`config.mk`:
```
export PLATFORM = sky130hd
export DESIGN_NAME = collision_score_flat
export DESIGN_NICKNAME = d
export VERILOG_FILES = /design/src/rtl/flappy_pkg.sv /design/src/rtl/collision_score_if.sv /design/src/rtl/bar_hit_check.sv /design/src/rtl/collision_score.sv /design/src/flat_wrapper.sv
export SDC_FILE = /design/constraint.sdc
export NUM_CORES = 1
export LEC_CHECK = 0
export BUFFER_PORTS_ARGS = -buffer_cell sky130_fd_sc_hd__buf_2
export CAP_MARGIN = 20
export CELL_PAD_IN_SITES_DETAIL_PLACEMENT = 0
export CELL_PAD_IN_SITES_GLOBAL_PLACEMENT = 1
export CORE_MARGIN = 1.5
export CORE_UTILIZATION = 39
export CTS_CLUSTER_SIZE = 10
export DETAILED_ROUTE_END_ITERATION = 8
export PLACE_DENSITY = 0.8
export SLEW_MARGIN = 40
export SYNTH_ARGS = -nofsm -noshare
export SYNTH_HDL_FRONTEND = slang
export SYNTH_HIERARCHICAL = 1
export SYNTH_SLANG_ARGS = --single-unit
export TNS_END_PERCENT = 5
```
`constraint.sdc`:
```
create_clock -name clk_25MHz -period 2.9 [get_ports clk_25MHz]
set_input_delay 0.145 -clock clk_25MHz [delete_from_list [all_inputs] [get_ports clk_25MHz]]
set_output_delay 0.145 -clock clk_25MHz [all_outputs]
set_load 0.01 [all_outputs]
```
`src/rtl/flappy_pkg.sv`:
```
// Shared game constants and types for the bar generators, renderer and collision/score block.
package flappy_pkg;
  localparam int SCREEN_W  = 640;
  localparam int SCREEN_H  = 480;
  localparam int BIRD_X    = 160;
  localparam int BIRD_SIZE = 16;
  localparam int BAR_WIDTH = 40;
  localparam int GAP_HALF  = 60;
  localparam int GROUND_Y  = 479;
  localparam int SCORE_MAX = 999;

  typedef enum logic [1:0] {
    IDLE = 2'd0,
    PLAY = 2'd1,
    LOST = 2'd2
  } state_t;

  typedef struct packed {
    logic overlap;
    logic safe;
    logic passed;
  } bar_stat_t;

  function automatic logic [9:0] sat_add(input logic [9:0] a, input logic [1:0] inc,
                                         input logic [9:0] lim);
    logic [10:0] s;
    s = {1'b0, a} + {9'b0, inc};
    return (s > {1'b0, lim}) ? lim : s[9:0];
  endfunction
endpackage

```
`src/rtl/collision_score_if.sv`:
```
// Game-state bus between the bird/bar sources and the collision/score block.
interface collision_score_if;
  import flappy_pkg::*;

  logic       game_start;
  logic       restart;
  logic [9:0] bird_y;
  logic [9:0] x_bar0, x_bar1;
  logic [8:0] y_gap0, y_gap1;
  logic       wraps0, wraps1;
  logic       lose;
  logic [9:0] score;
  logic [9:0] high_score;
  state_t     state;

  modport master (
    output game_start, restart, bird_y, x_bar0, x_bar1, y_gap0, y_gap1, wraps0, wraps1,
    input  lose, score, high_score, state
  );
  modport slave (
    input  game_start, restart, bird_y, x_bar0, x_bar1, y_gap0, y_gap1, wraps0, wraps1,
    output lose, score, high_score, state
  );
endinterface

```
`src/rtl/bar_hit_check.sv`:
```
// Geometry of one bar against the bird: horizontal overlap, bird inside gap, bar already passed.
module bar_hit_check #(
  parameter int BIRD_X    = flappy_pkg::BIRD_X,
  parameter int BIRD_SIZE = flappy_pkg::BIRD_SIZE,
  parameter int BAR_WIDTH = flappy_pkg::BAR_WIDTH,
  parameter int GAP_HALF  = flappy_pkg::GAP_HALF
) (
  input  logic                  [9:0] bird_y,
  input  logic                  [9:0] x_bar,
  input  logic                  [8:0] y_gap,
  output flappy_pkg::bar_stat_t       stat
);
  import flappy_pkg::*;

  logic        [10:0] xl, xr;
  logic signed [11:0] by_top, by_bot, gap_lo, gap_hi;

  // Widened by one bit so bars near x=1023 never wrap; gap math signed so a low gap can't underflow.
  always_comb begin
    xl           = {1'b0, x_bar};
    xr           = xl + 11'(BAR_WIDTH - 1);
    by_top       = $signed({2'b00, bird_y});
    by_bot       = by_top + $signed(12'(BIRD_SIZE - 1));
    gap_lo       = $signed({3'b000, y_gap}) - $signed(12'(GAP_HALF));
    gap_hi       = $signed({3'b000, y_gap}) + $signed(12'(GAP_HALF));
    stat.overlap = (xl <= 11'(BIRD_X + BIRD_SIZE - 1)) && (xr >= 11'(BIRD_X));
    stat.safe    = (by_top >= gap_lo) && (by_bot <= gap_hi);
    stat.passed  = xr < 11'(BIRD_X);
  end
endmodule

```
`src/rtl/collision_score.sv`:
```
// Game FSM: registers bird/bar collisions into LOST, counts passed bars, tracks the high score.
module collision_score #(
  parameter int BIRD_X    = flappy_pkg::BIRD_X,
  parameter int BIRD_SIZE = flappy_pkg::BIRD_SIZE,
  parameter int BAR_WIDTH = flappy_pkg::BAR_WIDTH,
  parameter int GAP_HALF  = flappy_pkg::GAP_HALF,
  parameter int GROUND_Y  = flappy_pkg::GROUND_Y,
  parameter int SCORE_MAX = flappy_pkg::SCORE_MAX
) (
  input logic              clk_25MHz,
  input logic              reset_n,
  collision_score_if.slave bus
);
  import flappy_pkg::*;

  localparam int NUM_BARS = 2;

  logic      [NUM_BARS-1:0][9:0] x_bar_v;
  logic      [NUM_BARS-1:0][8:0] y_gap_v;
  logic      [NUM_BARS-1:0]      wraps_v;
  bar_stat_t [NUM_BARS-1:0]      stat;

  assign x_bar_v = {bus.x_bar1, bus.x_bar0};
  assign y_gap_v = {bus.y_gap1, bus.y_gap0};
  assign wraps_v = {bus.wraps1, bus.wraps0};

  for (genvar i = 0; i < NUM_BARS; i++) begin : g_bar
    bar_hit_check #(
      .BIRD_X   (BIRD_X),
      .BIRD_SIZE(BIRD_SIZE),
      .BAR_WIDTH(BAR_WIDTH),
      .GAP_HALF (GAP_HALF)
    ) u_chk (
      .bird_y(bus.bird_y),
      .x_bar (x_bar_v[i]),
      .y_gap (y_gap_v[i]),
      .stat  (stat[i])
    );
  end

  state_t              state_q, state_d;
  logic                hit_q;
  logic [NUM_BARS-1:0] armed_q, armed_d, passed_q, scored;
  logic [9:0]          score_q, score_d, high_q, high_d;
  logic                collision, play_run, count_en, start_game;
  logic [1:0]          inc;

  always_ff @(posedge clk_25MHz or negedge reset_n) begin
    if (!reset_n) state_q <= IDLE;
    else          state_q <= state_d;
  end

  // A cleared game_start in PLAY freezes everything, including the move to LOST.
  always_comb begin
    state_d = state_q;
    case (state_q)
      IDLE:    if (bus.game_start)           state_d = PLAY;
      PLAY:    if (bus.game_start && hit_q)  state_d = LOST;
      LOST:    if (bus.restart)              state_d = IDLE;
      default:                               state_d = IDLE;
    endcase
  end

  always_comb begin
    collision = ({1'b0, bus.bird_y} + 11'(BIRD_SIZE - 1)) >= 11'(GROUND_Y);
    for (int i = 0; i < NUM_BARS; i++)
      collision = collision | (stat[i].overlap & ~stat[i].safe);
  end

  // A pending hit suppresses scoring in the cycle it ends the game.
  always_comb begin
    play_run   = (state_q == PLAY) && bus.game_start;
    count_en   = play_run && !hit_q;
    start_game = (state_q == IDLE) && (state_d == PLAY);
    inc        = '0;
    for (int i = 0; i < NUM_BARS; i++) begin
      scored[i]  = stat[i].passed & ~passed_q[i] & armed_q[i] & count_en;
      inc        = inc + {1'b0, scored[i]};
      armed_d[i] = armed_q[i];
      if (wraps_v[i] || start_game) armed_d[i] = 1'b1;
      else if (scored[i])           armed_d[i] = 1'b0;
    end
    score_d = score_q;
    if ((state_q == LOST) && (state_d == IDLE)) score_d = '0;
    else if (|scored)                           score_d = sat_add(score_q, inc, 10'(SCORE_MAX));
    high_d = high_q;
    if ((state_q == PLAY) && (state_d == LOST) && (score_q > high_q)) high_d = score_q;
  end

  always_ff @(posedge clk_25MHz or negedge reset_n) begin
    if (!reset_n) begin
      hit_q    <= 1'b0;
      armed_q  <= '1;
      passed_q <= '0;
      score_q  <= '0;
      high_q   <= '0;
    end else begin
      hit_q    <= play_run & collision;
      armed_q  <= armed_d;
      for (int i = 0; i < NUM_BARS; i++) passed_q[i] <= stat[i].passed;
      score_q  <= score_d;
      high_q   <= high_d;
    end
  end

  assign bus.lose       = (state_q == LOST);
  assign bus.score      = score_q;
  assign bus.high_score = high_q;
  assign bus.state      = state_q;
endmodule

```
`src/flat_wrapper.sv`:
```
// flat-port wrapper written by rule: the top's interface ports become plain ports
module collision_score_flat import flappy_pkg::*;
#(
  parameter int BIRD_X    = flappy_pkg::BIRD_X,
  parameter int BIRD_SIZE = flappy_pkg::BIRD_SIZE,
  parameter int BAR_WIDTH = flappy_pkg::BAR_WIDTH,
  parameter int GAP_HALF  = flappy_pkg::GAP_HALF,
  parameter int GROUND_Y  = flappy_pkg::GROUND_Y,
  parameter int SCORE_MAX = flappy_pkg::SCORE_MAX
)
  (clk_25MHz, reset_n, bus_game_start, bus_restart, bus_bird_y, bus_x_bar0, bus_x_bar1, bus_y_gap0, bus_y_gap1, bus_wraps0, bus_wraps1, bus_lose, bus_score, bus_high_score, bus_state);
  collision_score_if bus_i ();
  input logic clk_25MHz;
  input logic reset_n;
  input wire logic [$bits(bus_i.game_start)-1:0] bus_game_start;
  input wire logic [$bits(bus_i.restart)-1:0] bus_restart;
  input wire logic [$bits(bus_i.bird_y)-1:0] bus_bird_y;
  input wire logic [$bits(bus_i.x_bar0)-1:0] bus_x_bar0;
  input wire logic [$bits(bus_i.x_bar1)-1:0] bus_x_bar1;
  input wire logic [$bits(bus_i.y_gap0)-1:0] bus_y_gap0;
  input wire logic [$bits(bus_i.y_gap1)-1:0] bus_y_gap1;
  input wire logic [$bits(bus_i.wraps0)-1:0] bus_wraps0;
  input wire logic [$bits(bus_i.wraps1)-1:0] bus_wraps1;
  output wire logic [$bits(bus_i.lose)-1:0] bus_lose;
  output wire logic [$bits(bus_i.score)-1:0] bus_score;
  output wire logic [$bits(bus_i.high_score)-1:0] bus_high_score;
  output wire logic [$bits(bus_i.state)-1:0] bus_state;
  assign bus_i.game_start = bus_game_start;
  assign bus_i.restart = bus_restart;
  assign bus_i.bird_y = bus_bird_y;
  assign bus_i.x_bar0 = bus_x_bar0;
  assign bus_i.x_bar1 = bus_x_bar1;
  assign bus_i.y_gap0 = bus_y_gap0;
  assign bus_i.y_gap1 = bus_y_gap1;
  assign bus_i.wraps0 = bus_wraps0;
  assign bus_i.wraps1 = bus_wraps1;
  assign bus_lose = bus_i.lose;
  assign bus_score = bus_i.score;
  assign bus_high_score = bus_i.high_score;
  assign bus_state = bus_i.state;
  collision_score #(.BIRD_X(BIRD_X), .BIRD_SIZE(BIRD_SIZE), .BAR_WIDTH(BAR_WIDTH), .GAP_HALF(GAP_HALF), .GROUND_Y(GROUND_Y), .SCORE_MAX(SCORE_MAX)) u_core (.clk_25MHz(clk_25MHz), .reset_n(reset_n), .bus(bus_i));
endmodule
```
======== Word-level counts from Yosys, hierarchy flattened ========
Index checks and enable logic that the tools add are counted.
Widths: inputs -> output; s select.
operators by class
  reductions and logical operators ........ 20
  equal/unequal tests ..................... 4
  add/subtract/negate cells ............... 10
  $lt $le $gt $ge ......................... 13
  bitwise operators ....................... 15
  mux-type cells .......................... 11
operators with widths
  cell                   number
  $mux 10                3
  $add 10x4->11 const B  2
  $add 10x6->11 const B  2
  $ge 11x10->1           2
  $ge 11x8->1 const B    2
  $lt 11x8->1 const B    2
  $add 9x6->10 const B   2
  $le 10x8->1 const B    2
  $sub 9x6->10 const B   2
  $le 12x11->1           1
  $add 10x2->11          1
  $ge 11x9->1 const B    1
  $gt 11x10->1 const B   1
  $le 11x10->1           1
  $logic_and 1x1->1      11
  $gt 10x10->1           1
  $and 1x1->1            9
  $mux 2                 3
  $pmux 2 s3             1
  $reduce_bool 2->1      3
  $eq 2x1->1 const B     2
  $eq 2x2->1 const B     2
  $logic_not 2->1        2
  $mux 1                 4
  6 further kinds        11
storage, ports and cells
  bits in registers ....................... 27
  bits of input ports ..................... 54
  logic and storage cells ................. 80
  output and inout bits ................... 23

======== Longest topological paths before layout ========
Gate-level depths: netlist of the first run.
  depth after elaboration ................. 11
  depth in mapped cells ................... 14
  gate-level depth less buffers ........... 13

======== By module ========
The synthesis of the first run kept the hierarchy.
modules (own cells, without submodules)
  module           seq. area each (µm²)  cells an instance  area an instance (µm²)  times used
  collision_score  678.2                 197                1,828.0                 1
  bar_hit_check    0.0                   115                893.4                   2

======== Least setup slack after synthesis of the first run ========
Ideal clock, no wire load.
  kind .................................... in2reg
  from .................................... in bus_x_bar0[0]
  to ...................................... reg u_core.score_q[4], in the netlist u_core/bus.score[4]
  required time ........................... 2.778 ns
  stages .................................. 14
  path buffers ............................ 1
  setup time .............................. 0.122 ns
  arrival time ............................ 2.599 ns
  setup slack ............................. 0.180 ns
  cell sequence ........................... nor3_1 nor2_1 nor4_1 and3b_1 nand2_1 fa_1 inv_1 ha_1 clkbuf_1 and3b_1 mux2i_1 o211ai_1 o2111ai_1 a32o_1
RTL lines
  element                 line                    source
  start: declaration      flat_wrapper.sv:18      input wire logic [$bits(bus_i.x_bar0)-1:0] bus_x_bar0;
  end signal: assignment  collision_score.sv:101  score_q <= score_d;
  end: declaration        collision_score.sv:44   logic [9:0] score_q, score_d, high_q, high_d;

==> summary.txt, run 1 <==
Clock network
  • Buffers from clock root to sink, at most: 2
  • Later-pin clock latency in the skew report: 280 ps
  • Cts bufs inserted: 3
  • Clock-pin slew on the worst setup and hold paths: 100 ps
  • # clock sinks: 27
  • Root buffer cell: clkbuf_8
  • CTS tree: done
  • H-tree depth: 1

Cells and area
  • Area of the multi-input gates: 0.00273 mm²
  • Fillers: 852
  • Commonest non-fill, non-tap cell in the layout: buf_2
  • Inserted Diodes: 0
  • Fin cells: 642
  • Most frequent cells in the layout: buf_2, ha_1, buf_4
  • Share of layout cells above drive strength 1: 25.3%
  • Fin nets: 651
  • Area Overhead vs Synth: 21.7%
  • Reg area: 678 µm²

Critical path
  • Critical Path RT: 3080 ps
  • CP Class: primary input to register
  • Critical path endpoint category: register
  • CP Max Fanout: 6
  • Worst setup SP type: primary input
  • FF-to-FF path depth: 10
  • CP arrival: 2820 ps

Synth
  • #FFs+latches synth: 27
  • Post-synth EDFFs: 0
  • Post-Syn Area: 0.00361 mm²
  • Syn Nets: 543
  • Avg Cell Area, Syn: 8.47 µm²
  • Synth Flop Type: dfrtp_1
  • Post-Synthesis Cells: 427
  • Number of distinct library cells after synthesis: 61
  • Synth warn: 6
  • Async SR Flop Fraction: 100%
  • Register area share after synthesis: 18.8%

STA
  • Rel. slew slack: 59.3%
  • Fmax: 379 MHz
  • RSZ-0062 raised after global routing: no
  • Crit path time final: 2640 ps
  • Setup tns final: 0 ps
  • Max-slew violation count: 0
  • Final Setup Violations: 0
  • Final hold violations: 0
  • Hold slack: 44.6 ps
  • Final Skew: 9.69 ps
  • Final period util: 91.0%
  • Least-Margin Pin Slew: 606 ps

Detailed routing
  • Final WL: 9320 µm
  • Post-detailed-route count of antenna-violating nets: 0
  • Remaining DRCs: 0
  • Vias per inst: 5.54
  • WL/cell: 14.5 µm
  • Iteration-0 DRC count of the detailed router: 116
  • First-pass detailed-route iteration total: 4
  • Routed vias: 3557

Power
  • P per Cell Area: 261 mW/mm²
  • Maximum VDD drop: 0.176 mV
  • Cell leakage power: 0.00221 µW

Global route
  • Vias in the first global route: 3381
  • GRT Total Usage: 18.9%
  • First-pass GRT wire length: 15600 µm
  • Largest net degree at the start of global routing: 28
  • GRT Residual Overflow: 0
  • Antenna violations before repair: 0

Floorplanning
  • Initial Utilization: 40.9%
  • Top Ports: 77
  • Core area: 0.00885 mm²
  • Rows: 34
  • Die area: 0.00986 mm²
  • Die X: 99.3 µm
  • Die height: 99.3 µm

Run status
  • Status: completed

Place
  • PortBufs: 76
  • Post-DP HPWL: 7760 µm
  • Routability Congestion: 0.919
  • Placed insts: 637

Hold path
  • Hold WC Path Type: primary input to register
  • Hold path depth: 2

Job
  • Max Cap Violations: 0
[final cells by class]
type,count,share of cell area (%)
clock buffers,3,0.939
clock inverters,1,0.171
inverters,36,3.07
multi-input cells,353,62.1
flip-flops and latches,27,15.4
well taps,108,3.07
repair buffers,114,15.2
[per-stage QoR]
| stage | cell area (µm²) | total power (µW) | setup WS [ps] | utilization [%] |
|---|---|---|---|---|
| floorplan | 3610 | 727 | 180 | - |
| finish | 4400 | 1150 | 261 | 49.7 |
| global route | 4400 | 1240 | 3.96 | 49.7 |
| detailed placement | 4340 | 930 | -112 | 49.0 |
| global placement | 4340 | 918 | -21.5 | 49.0 |
| CTS | 4390 | 1160 | 189 | 49.7 |
[cell usage after synthesis, types with 2 or more instances]
master	instances	area [µm²]
a2111oi_2	2	30.0
a211o_1	4	35.0
a211oi_1	5	37.5
a21o_1	7	52.6
a21oi_1	24	120
a31oi_1	2	12.5
a41o_1	4	40.0
and2_1	2	12.5
and3_1	3	18.8
and3b_1	5	43.8
and4b_1	3	30.0
buf_6	4	45.0
clkbuf_1	6	22.5
dfrtp_1	25	626
dfstp_2	2	52.6
ha_1	61	763
inv_1	35	131
mux2_1	9	101
mux2i_1	5	50.1
nand2_1	27	101
nand3_1	32	160
nand3b_1	3	22.5
nand4_1	16	100
nor2_1	25	93.8
nor2b_1	3	18.8
nor3_1	11	55.1
nor3b_1	8	60.1
nor4_1	4	25.0
o2111ai_1	2	17.5
o211ai_1	5	37.5
o211ai_2	2	25.0
o21a_1	4	30.0
o21ai_0	10	50.1
o21ai_1	2	10.0
o21ai_2	2	17.5
o21bai_1	2	15.0
o31ai_1	2	15.0
or3_4	2	22.5
or4_4	2	22.5
xnor2_1	21	184
xor2_1	14	123
[path summary, 6_finish.rpt]
kind / from / endpoint / slack [ps]
max in group asynchronous: reset_n / u_core/bus.score[6] / 2090
worst min-delay path: bus_x_bar0[9] / u_core/passed_q[0] / 40
worst max-delay path: bus_x_bar0[0] / u_core/bus.score[4] / 260
worst max register to register: u_core/hit_q / u_core/bus.score[4] / 260
min in group asynchronous: reset_n / u_core/bus.high_score[4] / 390
worst min register to register: u_core/bus.high_score[5] / u_core/bus.high_score[5] / 520
[state kept, by name, indices dropped and copies added, names as in the netlist]
register and flops:
u_core/hit_q 1, u_core/bus.high_score 10, u_core/passed_q 2, u_core/bus.score 10, u_core/bus.state 2, u_core/armed_q 2
[routing by layer]
layer / global-route usage (%) / wire length, µm / vias to the layer above
li1: - / - / 1796
met1: 26.6 / 4620 / 1657
met2: 31.9 / 4230 / 98
met3: 2.46 / 423 / 6
met4: 2.49 / 42 / 0
met5: 0 / 0 / -
[cell families (layout without fill, tap and decap cells)]
kind of cell	Yosys count	count (layout)	share of synthesized area, %
adders and majority gates	62	62	21.7
DFF	27	27	18.8
buffers and inverters	47	154	5.75
xor gates and xnor gates	35	35	8.48
muxes	14	14	4.19
AOI/OAI and AO/OA	89	89	17.7
and+or+nand+nor	153	153	23.5
[where the power goes]
group	internal, µW	leakage [µW]	switching, µW	total [µW]
clock	97.8	0.0000217	128	226
sequential	397	0.000359	17.2	414
combinational	229	0.00183	279	508
total	723	0.00221	425	1150
[worst max-delay path, cell delays in order]
cell       delay (ps)
buf_2              90
nor3_1            220
nor2_1             70
nor4_1            250
and3b_1           240
nand2_1            90
fa_1              460
inv_1              80
ha_1              250
and3b_1           180
mux2i_1            60
o211ai_1          230
o2111ai_1         150
a32o_1            280
[timing repair]
item                                    4_1_cts  5_1_grt
buffers inserted                              0        0
resized for setup                             0        1
hold endpoints to repair                     25        0
hold buffers                                  1        0
endpoints found under the setup margin        0        3
Note: power is estimated with default switching activity, not from simulation.
==> run 2: changes to the inputs <==
- clock period: 2.9 -> 3.4 ns (I/O delays scaled with it)
==> summary.txt, run 2 (synthesized netlist as in run 1, its figures left out) <==
Cells and area
  • Final instance area: 0.00413 mm²
  • Area Overhead vs Synth: 14.3%
  • Fin nets: 616
  • Inserted Diodes: 0
  • Most frequent cells in the layout: buf_2, ha_1, inv_1
  • Share of layout cells above drive strength 1: 19.8%
  • Fin cells: 607
  • Commonest non-fill, non-tap cell in the layout: buf_2

Critical path
  • CP arrival: 3100 ps
  • Worst r2r src: u_core/bus.state[1]
  • Reg-to-reg endpoint: u_core/bus.score[3]
  • Critical path endpoint category: register
  • Worst setup SP type: primary input
  • Critical Path RT: 3570 ps
  • CP Class: primary input to register
  • FF-to-FF path depth: 10
  • CP Max Fanout: 10
  • Reg2Reg Setup Slack: 510 ps

Global route
  • Vias in the first global route: 3236
  • First-pass GRT wire length: 15100 µm
  • Antenna violations before repair: 0
  • Largest net degree at the start of global routing: 28
  • GRT Residual Overflow: 0
  • GRT Total Usage: 18.3%

Floorplanning
  • Die area: 0.00986 mm²
  • Top Ports: 77
  • Rows: 34
  • Initial Utilization: 40.9%
  • Core area: 0.00885 mm²
  • Die height: 99.3 µm
  • Die X: 99.3 µm

STA
  • Rel. slew slack: 59.6%
  • Final Setup Violations: 0
  • Setup tns final: 0 ps
  • Hold slack: 71.1 ps
  • RSZ-0062 raised after global routing: no
  • Final Skew: 7.03 ps
  • Crit path time final: 2930 ps
  • Max-slew violation count: 0
  • Final period util: 86.1%
  • Final hold violations: 0
  • Fmax: 342 MHz
  • Least-Margin Pin Slew: 602 ps

Detailed routing
  • Post-detailed-route count of antenna-violating nets: 0
  • Routed vias: 3433
  • First-pass detailed-route iteration total: 4
  • Vias per inst: 5.66
  • WL/cell: 14.7 µm
  • Iteration-0 DRC count of the detailed router: 193
  • Final WL: 8930 µm
  • Remaining DRCs: 0

Clock network
  • Buffers from clock root to sink, at most: 2
  • # clock sinks: 27
  • Cts bufs inserted: 3
  • Clock-pin slew on the worst setup and hold paths: 100 ps
  • Setup Buffers After CTS: 0
  • Later-pin clock latency in the skew report: 280 ps
  • Cts hold-fix bufs: 1
  • CTS tree: done
  • Post-CTS sizing: 0
  • Root buffer cell: clkbuf_8
  • H-tree depth: 1

Run status
  • Status: completed

Hold path
  • Hold path depth: 2
  • Hold Path End: u_core/passed_q[0]
  • Worst min-delay path startpoint: bus_x_bar0[9]
  • Hold WC Path Type: primary input to register

Job
  • Max Cap Violations: 0

Power
  • Cell leakage power: 0.00204 µW
  • Maximum VDD drop: 0.144 mV
  • P per Cell Area: 229 mW/mm²

Place
  • Area after DPL: 0.00407 mm²
  • Post-DP HPWL: 7280 µm
  • Placed insts: 602
  • PortBufs: 76
  • Routability Congestion: 0.913
[run 2: cell types whose count changed in the layout (fill, tap and decap cells not counted)]
| cell | change |
|---|---|
| buf_4 | -35 |
| nand3_1 | +1 |
| nand3_2 | -1 |
[run 2: per-layer routing]
metal,vias to the layer above,track usage (%),wire length [µm]
met1,1580,26.3,4320
li1,1730,-,-
met5,-,0,0
met2,114,29.6,4110
met3,9,2.46,434
met4,0,3.58,70
[run 2: layout make-up]
| cell class | count | area [µm²] |
|---|---|---|
| fillers | 874 | 4720 |
| repair buffers | 79 | 405 |
| inverters | 36 | 135 |
| well taps | 108 | 135 |
| clock buffers | 3 | 41.3 |
| flip-flops and latches | 27 | 678 |
| clock inverters | 1 | 7.51 |
| multi-input cells | 353 | 2730 |
[run 2: worst max-delay path, stage by stage]
cell and delay (ps):
buf_2 90, nor3_1 250, nor2_1 70, nor4_1 270, and3b_1 260, nand2_1 100, fa_1 470, inv_1 80
ha_1 330, and3b_1 220, mux2i_1 70, o211ai_1 210, nand3_1 280, a21boi_1 220
[run 2: worst max path at each step]
stage	startpoint	to	slack [ps]	cells after the start
finish	bus_x_bar0[0]	u_core/bus.score[3]	470	14
global route	bus_x_bar0[0]	u_core/bus.score[3]	230	14
floorplan	bus_x_bar0[0]	u_core/bus.score[4]	650	14
CTS	bus_x_bar0[0]	u_core/bus.score[3]	520	14
detailed placement	bus_x_bar0[0]	u_core/bus.score[3]	220	14
global placement	bus_x_bar0[0]	u_core/bus.score[3]	370	14
[run 2: power by group]
| group | internal, µW | leakage [µW] | switching [µW] | total [µW] |
|---|---|---|---|---|
| Clock | 83.4 | 0.0000217 | 107 | 191 |
| Sequential | 338 | 0.000359 | 20.3 | 359 |
| Combinational | 172 | 0.00166 | 226 | 398 |
| Total | 594 | 0.00204 | 354 | 948 |
[run 2: metrics by stage]
stage | setup WS, ps | total power, µW | utilization [%]
2_1_floorplan | 655 | 620 | -
3_3_place_gp | 370 | 754 | 46.0
3_5_place_dp | 220 | 762 | 46.0
4_1_cts | 518 | 959 | 46.7
5_1_grt | 226 | 1030 | 46.7
6_report | 473 | 948 | 46.7
==> run 3: changes to the inputs <==
- CORE_UTILIZATION: 39 -> 25
- PLACE_DENSITY: 0.8 -> 0.57
==> summary.txt, run 3 (synthesized netlist as in run 1, its figures left out) <==
Clock network
  • # clock sinks: 27
  • Buffers from clock root to sink, at most: 2
  • Cts bufs inserted: 3
  • Cts hold-fix bufs: 1
  • CTS tree: done
  • H-tree depth: 1
  • Setup Buffers After CTS: 0
  • Later-pin clock latency in the skew report: 260 ps
  • Post-CTS sizing: 0
  • Root buffer cell: clkbuf_16
  • Clock-pin slew on the worst setup and hold paths: 60 ps

Place
  • Routability Congestion: 0.837
  • Area after DPL: 0.00419 mm²
  • PortBufs: 76
  • Post-DP HPWL: 8310 µm
  • Placed insts: 677

Critical path
  • Critical path's top delay family: simple AND/OR/NAND/NOR gates
  • Cells along the critical path: buf_2, nor3_1, nor2_1, nor4_1, and3b_1, nand2_1, fa_1, inv_1, ha_1, and3b_1, mux2i_1, o211ai_1, nand3_1, a21boi_1
  • Critical Path RT: 3540 ps
  • Critical Path Start: bus_x_bar0[0]
  • CP Class: primary input to register
  • Worst setup SP type: primary input
  • CP arrival: 3170 ps
  • Slowest cell on the critical path: fa_1
  • Worst r2r src: u_core/bus.state[0]
  • Most used cell, CP: and3b_1
  • CP Max Fanout: 10
  • Buf/Inv on CP: 2
  • Critical path endpoint category: register
  • Max incr delay on CP: 470 ps

STA
  • Final Setup Violations: 0
  • Max-slew violation count: 0
  • Final Skew: 5.19 ps
  • Fmax: 330 MHz
  • Least-Margin Pin Slew: 635 ps
  • Rel. slew slack: 57.7%
  • Crit path time final: 3030 ps
  • Setup tns final: 0 ps
  • Final hold violations: 0
  • Final period util: 89.2%
  • RSZ-0062 raised after global routing: no
  • Hold slack: 104 ps

Hold path
  • Hold WC Path Type: primary input to register
  • Worst min-delay path startpoint: bus_x_bar1[9]

Global route
  • Vias in the first global route: 3199
  • GRT Residual Overflow: 0
  • Antenna violations before repair: 0
  • First-pass GRT wire length: 16400 µm
  • Largest net degree at the start of global routing: 28
  • GRT Total Usage: 13.3%

Cells and area
  • Fin cells: 682
  • Inserted Diodes: 0
  • Commonest non-fill, non-tap cell in the layout: buf_2
  • Fillers: 1518
  • Most frequent cells in the layout: buf_2, ha_1, inv_1
  • Final Util: 30.6%
  • Share of layout cells above drive strength 1: 20.3%
  • Final instance area: 0.00428 mm²
  • Area Overhead vs Synth: 18.3%
  • Fin nets: 619

Detailed routing
  • WL/cell: 14.8 µm
  • Routed vias: 3407
  • Remaining DRCs: 0
  • Final WL: 10100 µm
  • Vias per inst: 5.00
  • Iteration-0 DRC count of the detailed router: 126
  • Post-detailed-route count of antenna-violating nets: 0
  • First-pass detailed-route iteration total: 4

Floorplanning
  • Top Ports: 77
  • Core area: 0.0140 mm²
  • Die area: 0.0152 mm²
  • Die height: 123 µm
  • Die X: 123 µm
  • Rows: 43
  • Initial Utilization: 25.8%

Power
  • Cell leakage power: 0.00207 µW
  • Maximum VDD drop: 0.149 mV
  • P per Cell Area: 244 mW/mm²

Job
  • Max Cap Violations: 0

Run status
  • Status: completed
[run 3: cell types whose count changed in the layout (fill, tap and decap cells not counted), sizes merged]
cell and delta:
buf +3
[run 3: cell type report]
type / count / area, µm² / share of cell area (%)
inverters: 36 / 135 / 3.16
well taps: 180 / 225 / 5.26
clock inverters: 1 / 7.51 / 0.175
repair buffers: 82 / 428 / 10.0
flip-flops and latches: 27 / 678 / 15.9
clock buffers: 3 / 75.1 / 1.75
multi-input cells: 353 / 2730 / 63.8
[run 3: final timing paths]
| kind | to | slack [ps] | cells past startpoint |
|---|---|---|---|
| max | u_core/bus.score[3] | 370 | 14 |
| min | u_core/passed_q[1] | 100 | 2 |
| max reg2reg | u_core/bus.score[3] | 550 | 10 |
| min reg2reg | u_core/bus.high_score[5] | 510 | 1 |
| max in group asynchronous | u_core/passed_q[0] | 2520 | 2 |
| min in group asynchronous | u_core/bus.high_score[2] | 460 | 2 |
[run 3: metrics by stage]
step | power (µW) | setup slack [ps]
final | 1040 | 366
after detailed placement | 782 | 85.4
after CTS | 1060 | 361
after global routing | 1140 | 47.0
after global placement | 773 | 160
after floorplan | 620 | 655
[run 3: power by group]
| group | switching (µW) | internal, µW |
|---|---|---|
| registers | 21.0 | 338 |
| clock network | 110 | 160 |
| logic | 238 | 175 |
| total | 369 | 673 |
[run 3: layer usage]
layer	global-route usage (%)	vias to the layer above	wire length (µm)
met5	0	-	0
met4	1.29	0	34
met3	0.830	2	412
met2	21.0	83	4440
met1	20.5	1583	5230
li1	-	1739	-
[run 3: worst reg2reg max path: stages (launching register included)]
cell and delay (ps):
dfrtp_1 440, and4bb_2 320, nand2_1 100, fa_1 470, inv_1 80, ha_1 320, and3b_1 200, mux2i_1 70
o211ai_1 210, nand3_1 300, a21boi_1 230
